**src/rtl/pipeline_hazard_controller.sv**
```systemverilog
// pipeline_hazard_controller
// Central stall/flush sequencer for a 5-stage IF/ID/EX/MEM/WB pipeline.
// It merges the following hazard sources into per-stage register enables,
// bubble inserts and PC redirect controls:
//   - load-use stall
//   - instruction-memory busy
//   - data-memory busy
//   - taken-branch resolution
// A two-state FSM (RUN / REDIRECT_PEND) holds a branch redirect that
// arrives while fetch is busy, so the redirect is never lost.
// Optional feature: define HAZARD_PERF_CNT_EN to build the stall-cycle and
// redirect performance counters. When it is undefined, both counter ports
// read 0.

module pipeline_hazard_controller #(
  parameter int XLEN = 32
) (
  input  logic            clk,
  input  logic            rst_n,
  input  logic            load_use_stall,
  input  logic            branch_taken_ex,
  input  logic [XLEN-1:0] branch_target_ex,
  input  logic            imem_busy,
  input  logic            dmem_busy,
  output logic            pc_en,
  output logic            pc_redirect,
  output logic [XLEN-1:0] pc_redirect_target,
  output logic            if_id_en,
  output logic            id_ex_en,
  output logic            ex_mem_en,
  output logic            mem_wb_en,
  output logic            if_id_flush,
  output logic            id_ex_flush,
  output logic            mem_wb_flush,
  output logic [31:0]     stall_cycles,
  output logic [31:0]     redirect_count
);

  typedef enum logic {
    RUN,
    REDIRECT_PEND
  } stateT;

  stateT           state_q, state_d;
  logic [XLEN-1:0] pend_target_q, pend_target_d;

  logic            pcEnRaw;
  logic            pcRedirectRaw;
  logic [XLEN-1:0] targetRaw;
  logic            ifIdEnRaw, idExEnRaw, exMemEnRaw, memWbEnRaw;
  logic            ifIdFlushRaw, idExFlushRaw, memWbFlushRaw;

  // State register and the pending redirect target captured while fetch is busy
  always_ff @(posedge clk or negedge rst_n) begin
    if (!rst_n) begin
      state_q       <= RUN;
      pend_target_q <= '0;
    end else begin
      state_q       <= state_d;
      pend_target_q <= pend_target_d;
    end
  end

  // Hazard priority resolution: next state plus the raw (pre-reset-forcing) controls
  always_comb begin
    state_d       = state_q;
    pend_target_d = pend_target_q;
    pcEnRaw       = 1'b1;
    pcRedirectRaw = 1'b0;
    targetRaw     = branch_target_ex;
    ifIdEnRaw     = 1'b1;
    idExEnRaw     = 1'b1;
    exMemEnRaw    = 1'b1;
    memWbEnRaw    = 1'b1;
    ifIdFlushRaw  = 1'b0;
    idExFlushRaw  = 1'b0;
    memWbFlushRaw = 1'b0;
    case (state_q)
      RUN: begin
        if (dmem_busy) begin
          pcEnRaw       = 1'b0;
          ifIdEnRaw     = 1'b0;
          idExEnRaw     = 1'b0;
          exMemEnRaw    = 1'b0;
          memWbFlushRaw = 1'b1;
        end else if (branch_taken_ex) begin
          ifIdFlushRaw = 1'b1;
          idExFlushRaw = 1'b1;
          if (!imem_busy) begin
            pcRedirectRaw = 1'b1;
          end else begin
            pcEnRaw       = 1'b0;
            pend_target_d = branch_target_ex;
            state_d       = REDIRECT_PEND;
          end
        end else if (load_use_stall) begin
          pcEnRaw      = 1'b0;
          ifIdEnRaw    = 1'b0;
          idExFlushRaw = 1'b1;
        end else if (imem_busy) begin
          pcEnRaw      = 1'b0;
          ifIdFlushRaw = 1'b1;
        end
      end
      REDIRECT_PEND: begin
        ifIdFlushRaw = 1'b1;
        targetRaw    = pend_target_q;
        if (dmem_busy) begin
          pcEnRaw       = 1'b0;
          ifIdEnRaw     = 1'b0;
          idExEnRaw     = 1'b0;
          exMemEnRaw    = 1'b0;
          memWbFlushRaw = 1'b1;
        end else if (imem_busy) begin
          pcEnRaw = 1'b0;
        end else begin
          pcRedirectRaw = 1'b1;
          state_d       = RUN;
        end
      end
      default: begin
        state_d = RUN;
      end
    endcase
  end

  // While reset is low, hold every stage and fill the pipeline with bubbles
  always_comb begin
    pc_en              = rst_n & pcEnRaw;
    pc_redirect        = rst_n & pcRedirectRaw;
    pc_redirect_target = rst_n ? targetRaw : '0;
    if_id_en           = rst_n & ifIdEnRaw;
    id_ex_en           = rst_n & idExEnRaw;
    ex_mem_en          = rst_n & exMemEnRaw;
    mem_wb_en          = rst_n & memWbEnRaw;
    if_id_flush        = ~rst_n | ifIdFlushRaw;
    id_ex_flush        = ~rst_n | idExFlushRaw;
    mem_wb_flush       = ~rst_n | memWbFlushRaw;
  end

`ifdef HAZARD_PERF_CNT_EN
  logic [31:0] stall_cycles_q, stall_cycles_d;
  logic [31:0] redirect_count_q, redirect_count_d;

  // Next counter values; both counters wrap naturally at 2^32
  always_comb begin
    stall_cycles_d   = stall_cycles_q;
    redirect_count_d = redirect_count_q;
    if (!pc_en) begin
      stall_cycles_d = stall_cycles_q + 32'd1;
    end
    if (pc_redirect) begin
      redirect_count_d = redirect_count_q + 32'd1;
    end
  end

  // Performance counter registers
  always_ff @(posedge clk or negedge rst_n) begin
    if (!rst_n) begin
      stall_cycles_q   <= '0;
      redirect_count_q <= '0;
    end else begin
      stall_cycles_q   <= stall_cycles_d;
      redirect_count_q <= redirect_count_d;
    end
  end

  assign stall_cycles   = stall_cycles_q;
  assign redirect_count = redirect_count_q;
`else
  assign stall_cycles   = 32'd0;
  assign redirect_count = 32'd0;
`endif

endmodule

```
**config.mk**
```make
export PLATFORM = sky130hd
export DESIGN_NAME = pipeline_hazard_controller
export DESIGN_NICKNAME = d
export VERILOG_FILES = /design/src/rtl/pipeline_hazard_controller.sv
export SDC_FILE = /design/constraint.sdc
export NUM_CORES = 1
export LEC_CHECK = 0
export CELL_PAD_IN_SITES_DETAIL_PLACEMENT = 1
export CELL_PAD_IN_SITES_GLOBAL_PLACEMENT = 2
export CORE_AREA = 2 2 110 112
export DETAILED_ROUTE_END_ITERATION = 16
export DIE_AREA = 0 0 112 114
export PLACE_DENSITY = 0.89
export SYNTH_ARGS = -nofsm -noshare
export SYNTH_HDL_FRONTEND = slang
export SYNTH_SLANG_ARGS = --single-unit
```
**constraint.sdc**
```tcl
create_clock -name clk -period 2 [get_ports clk]
set_clock_uncertainty 0.1 [all_clocks]
set_input_delay 0.4 -clock clk [delete_from_list [all_inputs] [get_ports clk]]
set_output_delay 0.4 -clock clk [all_outputs]
set_load 0.02 [all_outputs]
```
==> metrics <==
die width=112 µm; cell taking the most area after synthesis=dfrtp_1; Placed Area=3351 µm²; RSZ-0062 raised after global routing=true; routed via count=1,730; total negative slack=0 ns; most frequent cells in the layout=conb_1 (64), clkdlybuf4s50_1 (34), nor2b_1 (33), mux2i_1 (32), dfrtp_1 (32); synth top area cells=dfrtp_1 (33%), buf_4 (20%), mux2_4 (18%); Gate Count Post-Synth=222; first-pass GRT wire length=9052 µm; die area=12,770 µm²; Setup CP Type=primary input to output pin; Die H=114 µm; TritonCTS buffer count=5; H-Tree Depth=2; Core Rows=40; Final min period=1.977 ns; CP cell instances=clkdlybuf4s50_1, nand2b_2, a21oi_1, clkdlybuf4s15_1; Switching Share=31.18%; Residual DRC=0; Max Cap Viol=0; Crit path buffers/inverters=2; n_diodes=0; Critical Path RT=1.50 ns; GPL Wtd Cong=0.6970; final instance area=3456 µm²; Power Dens Cells=790.9 nW/µm²; final setup fails=0; met1 Usage GRT=11.99%; Starting Density=21.21%; commonest non-fill, non-tap cell in the layout=conb_1; net load switching power=0.8521 mW; Worst Hold Class=primary input to async pin; outcome=completed; synth unique cells=20; grt met2 use=14.02%; I/O pin count=143; CP delay by family, top=buffers and inverters; most used routing layer=met2; Peak Freq=0.5059 GHz; CTS tree=yes; area grow syn2layout=39.14%; DP Wirelength=4273 µm; syn_area_per_cell=11.19 µm²; Worst setup EP type=output pin; CTS sink cnt=33; #FFs+latches synth=33; Fin Hold WS=0.03835 ns; Pint=1.881 mW; core area=11,710 µm²; Worst-path clk slew=0.05 ns; count of pins over their slew limit=0; Comb pwr share=37.6%; initial antenna violation count=0; largest net degree at the start of global routing=28; drt first-iter violations=46; routed vias/inst=3.697; WL/cell=12.75 µm; total gr overflow=0; Flop pwr share=34.6%; final period utilization=98.83%; vias in the first global route=1,755; Crit path arrival time=1.48 ns; crit path launch type=primary input; post-synthesis sequential area ratio=33.25%; Yosys top cell area share=33.25%; Mapped Area=2484 µm²; CP Max Fanout=4; total track usage=8.859%; Clock Power Share=27.8%; post-route ant nets=0; setup ws final=0.02344 ns; share of layout cells above drive strength 1=34.89%; slowest CP cell=clkdlybuf4s50_1; Crit path largest cell delay=0.41 ns; First-pass DRT Iterations=4; final hold violations=0; yosys warns=0; Pleak=1.715 nW; pre-CTS setup slack=-0.4714 ns; CTS root buf=clkbuf_16; Tot Pwr=2.733 mW; Routed WL=5966 µm; IR drop worst, VDD=0.0003203 V; NumNets Final=359; clock buffer depth=2; Skew-Pair Late Insertion Delay=0.28 ns; grt met3 use=2.710%; # port buffers=78
[power groups by stage]
stage / Sequential (mW) / Combinational, mW / Clock (mW)
global route: 0.966 / 1.11 / 0.823
detailed placement: 0.959 / 1.06 / 0
floorplan: 0.920 / 0.782 / 0
global placement: 0.947 / 1.04 / 0
finish: 0.946 / 1.03 / 0.761
CTS: 0.947 / 1.02 / 0.802
[layout make-up]
cell class	instances	area (µm²)
fillers	1346	8255
well taps	147	183.9
clock buffers	7	142.6
flip-flops and latches	33	827.0
inverters	2	7.507
repair buffers	106	959.7
multi-input cells	173	1335
[kinds of logic (layout without fill, tap and decap cells)]
kind of cell	Yosys count	count (layout)	share of synthesized area [%]
compound gates	6	6	1.562
buf+inv	79	115	23.43
flops	33	33	33.25
mux	64	64	31.94
other cells	1	64	0.1510
simple gates	39	39	9.673
[state kept, by name (all words and copies together) (netlist names)]
name and count:
state_q 1, pend_target_q 32
[layer usage]
metal / vias to the layer above / part of all wire (%)
li1: 800 / -
met1: 836 / 46
met2: 88 / 45
met3: 6 / 7.7
met4: 0 / 0.96
met5: - / 0
[final timing paths]
check / from / to / slack, ns / depth (start not counted)
max reg2reg: state_q / pend_target_q[31] / 0.26 / 4
min: rst_n / state_q / 0.04 / 2
min in group clk: pend_target_q[31] / pend_target_q[31] / 0.41 / 1
max in group asynchronous: rst_n / pend_target_q[7] / 1.48 / 3
max: dmem_busy / if_id_en / 0.02 / 4
min reg2reg: pend_target_q[31] / pend_target_q[31] / 0.41 / 1
[synth_stat cells]
library cell   n
a21oi_1        2
buf_4         67
mux2_4        30
o21ai_0        1
conb_1         1
buf_2          3
inv_1          2
and3b_1        1
clkbuf_1       3
nor3_1         1
nor2_1         2
o22a_1         1
dfrtp_1       33
mux2_2         2
nand2b_1       1
o31ai_1        1
mux2i_1       32
a211oi_1       1
buf_6          4
nor2b_1       34
[metrics by stage]
step,cells,utilization [%]
after floorplan,285,-
after global placement,457,28.61
after detailed placement,457,28.61
after CTS,466,28.91
after global routing,468,29.51
final,468,29.51
[repair_timing]
action                                  CTS  global route
resized for setup                       158            20
setup buffers                             1             0
hold buffers                              0             0
endpoints found under the setup margin   41            17
cloned                                    1             2
No activity file was read; power rests on OpenSTA's default activity.
==> variant, RTL diff (same settings) <==
The option `HAZARD_PERF_CNT_EN` is turned on by a define.
--- a/src/rtl/pipeline_hazard_controller.sv
+++ b/src/rtl/pipeline_hazard_controller.sv
@@ -11,6 +11,8 @@
 // Optional feature: define HAZARD_PERF_CNT_EN to build the stall-cycle and
 // redirect performance counters. When it is undefined, both counter ports
 // read 0.
+
+`define HAZARD_PERF_CNT_EN
 
 module pipeline_hazard_controller #(
   parameter int XLEN = 32
Behaviour: not the same (Yosys sat finds a counterexample within 4 cycles, from zero or initial values and one cycle with rst_n low).
==> variant against the original RTL <==
- the run now ends with negative setup slack left
- register-to-register slack worse by 0.31 ns
- sequential power grew to 2.7 times the old value
- routed wire length is 140% higher
- clock power is 130% higher
- combinational power is 56% higher
- global-route usage is 14 points higher
- sequential cell count is 64 higher
- cell area is 110% higher
- core utilization is 33 points higher
- total power is 120% higher
- area after synthesis is 96% higher
- die area stayed put
- setup slack worse by 0.078 ns
- largest cell class unchanged
- largest power group is now sequential cells
- highest routed layer unchanged
==> variant: results (changes against the original RTL) <==
metric;value;unit;change
run status;finished, violations left;;was finished clean
failing checks;negative setup slack;;
crit path launch;state_q$_DFF_PN0_;;was dmem_busy
worst r2r path cells;5;;was 4
Worst Path Arrival;2.21;ns;was 1.48 ns
Synth top cells by count;97 x dfrtp_1, 38 x xor2_1, 34 x nor2b_1;;was 67 x buf_4, 34 x nor2b_1, 33 x dfrtp_1
Post-DP HPWL;10.02;mm;was 4.273 mm
critical path peak fanout;8;;was 4
CTS Buf Count;9;;was 5
Clk Latency, worst-skew pair;0.35;ns;was 0.28 ns
final setup margin;-0.05469;ns;was 0.02344 ns
RR Endpoint;stall_cycles[30]$_DFFE_PN0N_;;was pend_target_q[31]$_DFFE_PN0P_
layout cells sized above 1;0.2746;;was 0.3489
VDD IR max;0.3817;mV;was 0.3203 mV
Post-DP Area;6721;µm²;was 3351 µm²
wirelength, routed;14.55;mm;was 5.966 mm
1st-iter DRT viols;189;;was 46
Synth cell types;40;;was 20
worst slack at placement;-0.7073;ns;was -0.4714 ns
Buffers on Ports;142;;was 78
total track usage;0.2320;;was 0.08859
Clk pin slew, worst setup/hold paths;0.06;ns;
Syn Nets;471;;
TNS Setup;-0.1935;ns;was 0 ns
antenna cells;0;;unchanged
Fill cells;1241;;was 1,346
vias per cell;5.264;;was 3.697
routability congestion estimate;0.7919;;was 0.6970
Ys Warns;0;;unchanged
H-tree depth;3;;was 2
global-route wire length before repair;23.45;mm;was 9.052 mm
vias in the first global route;4359;;was 1,755
largest net degree at the start of global routing;64;;was 28
Final nets;655;;was 359
Slew HR;0.4474;;
Hold Crit Class;input pin to async pin;;unchanged
FFs w/ async S/R, synth;1.000;;unchanged
Seq/Total Area, Yosys;0.4981;;was 0.3325
Final setup viols;9;;was 0
Setup CP Type;register to register;;was input pin to primary output
drt pass-1 iters;4;;unchanged
Root Driver;clkbuf_16;;unchanged
Area contributors post-synth;dfrtp_1 50%, mux2_2 7.6%, xor2_1 6.8%;;was dfrtp_1 33%, buf_4 20%, mux2_4 18%
Max clock buf depth;2;;unchanged
Pleak;3.408;nW;was 1.715 nW
initial antenna violation count;0;;unchanged
variant: worst max-delay path, stage by stage, from the launching register on:
cell,delay [ns]
dfrtp_2,0.44
or3b_4,0.44
a211o_4,0.42
buf_12,0.18
nor3_4,0.16
xor2_1,0.21
variant: cell type report:
cell class,count,area (µm²),area share
Multi-Input combinational cell,304,2561,0.3472
Inverter,13,51.30,0.006954
Tap cell,147,183.9,0.02493
Timing Repair Buffer,190,1856,0.2515
Sequential cell,97,2429,0.3292
Clock inverter,3,40.04,0.005427
Clock buffer,12,256.5,0.03477
variant: metal layers:
layer / vias up / GRT usage / routed length, µm / share of wire
met1: 2046 / 0.3065 / 6283 / 0.43
li1: 1866 / - / - / -
met3: 13 / 0.03826 / 648 / 0.045
met2: 107 / 0.3952 / 7431 / 0.51
met5: - / 0 / 0 / 0
met4: 0 / 0.07154 / 185 / 0.013
variant: how the worst min path moves through the flow:
stage	end	startpoint	slack, ns	depth (start not counted)
global route	pend_target_q[18]$_DFFE_PN0P_	rst_n	0.08	3
CTS	pend_target_q[8]$_DFFE_PN0P_	rst_n	-0.07	2
detailed placement	pend_target_q[2]$_DFFE_PN0P_	rst_n	0.25	2
finish	pend_target_q[18]$_DFFE_PN0P_	rst_n	0.06	3
global placement	redirect_count[9]$_DFFE_PN0P_	rst_n	0.25	2
floorplan	pend_target_q[0]$_DFFE_PN0P_	rst_n	0.004	0
variant: logic make-up (layout without fill, tap and decap cells):
| group | count (synthesis) | after routing | share of synthesized area |
|---|---|---|---|
| AND/OR/NAND/NOR | 168 | 168 | 0.2039 |
| multiplexers | 65 | 65 | 0.1420 |
| flip-flops | 97 | 97 | 0.4981 |
| adder cells (fa/ha/maj) | 2 | 2 | 0.005134 |
| buffers and inverters | 30 | 218 | 0.02824 |
| XOR/XNOR | 62 | 62 | 0.1114 |
| AO/OA/AOI/OAI | 7 | 7 | 0.01130 |
variant: power by group:
group	switching [W]	internal, W	leakage (nW)
sequential	0.000270	0.00227	1.16
combinational	0.000773	0.000840	2.10
clock	0.000724	0.00103	0.148
total	0.00177	0.00413	3.41
variant: per-stage QoR:
stage | instances | utilization | hold WS (ns) | power [W]
2_1_floorplan | 431 | - | 0.004409 | 0.003350
3_3_place_gp | 739 | 0.5739 | 0.2542 | 0.004074
3_5_place_dp | 739 | 0.5739 | 0.2501 | 0.004147
4_1_cts | 758 | 0.6108 | -0.06802 | 0.005910
5_1_grt | 766 | 0.6299 | 0.07906 | 0.006192
6_report | 766 | 0.6299 | 0.05998 | 0.005903
variant: what timing repair did:
action / 4_1_cts / 5_1_grt
endpoints found under the hold margin: 21 / 16
hold buffers: 1 / 1
gates resized for setup: 197 / 52
pin swaps: 4 / 14
setup endpoints to repair: 58 / 75
setup buffers: 3 / 6
gates cloned: 0 / 1
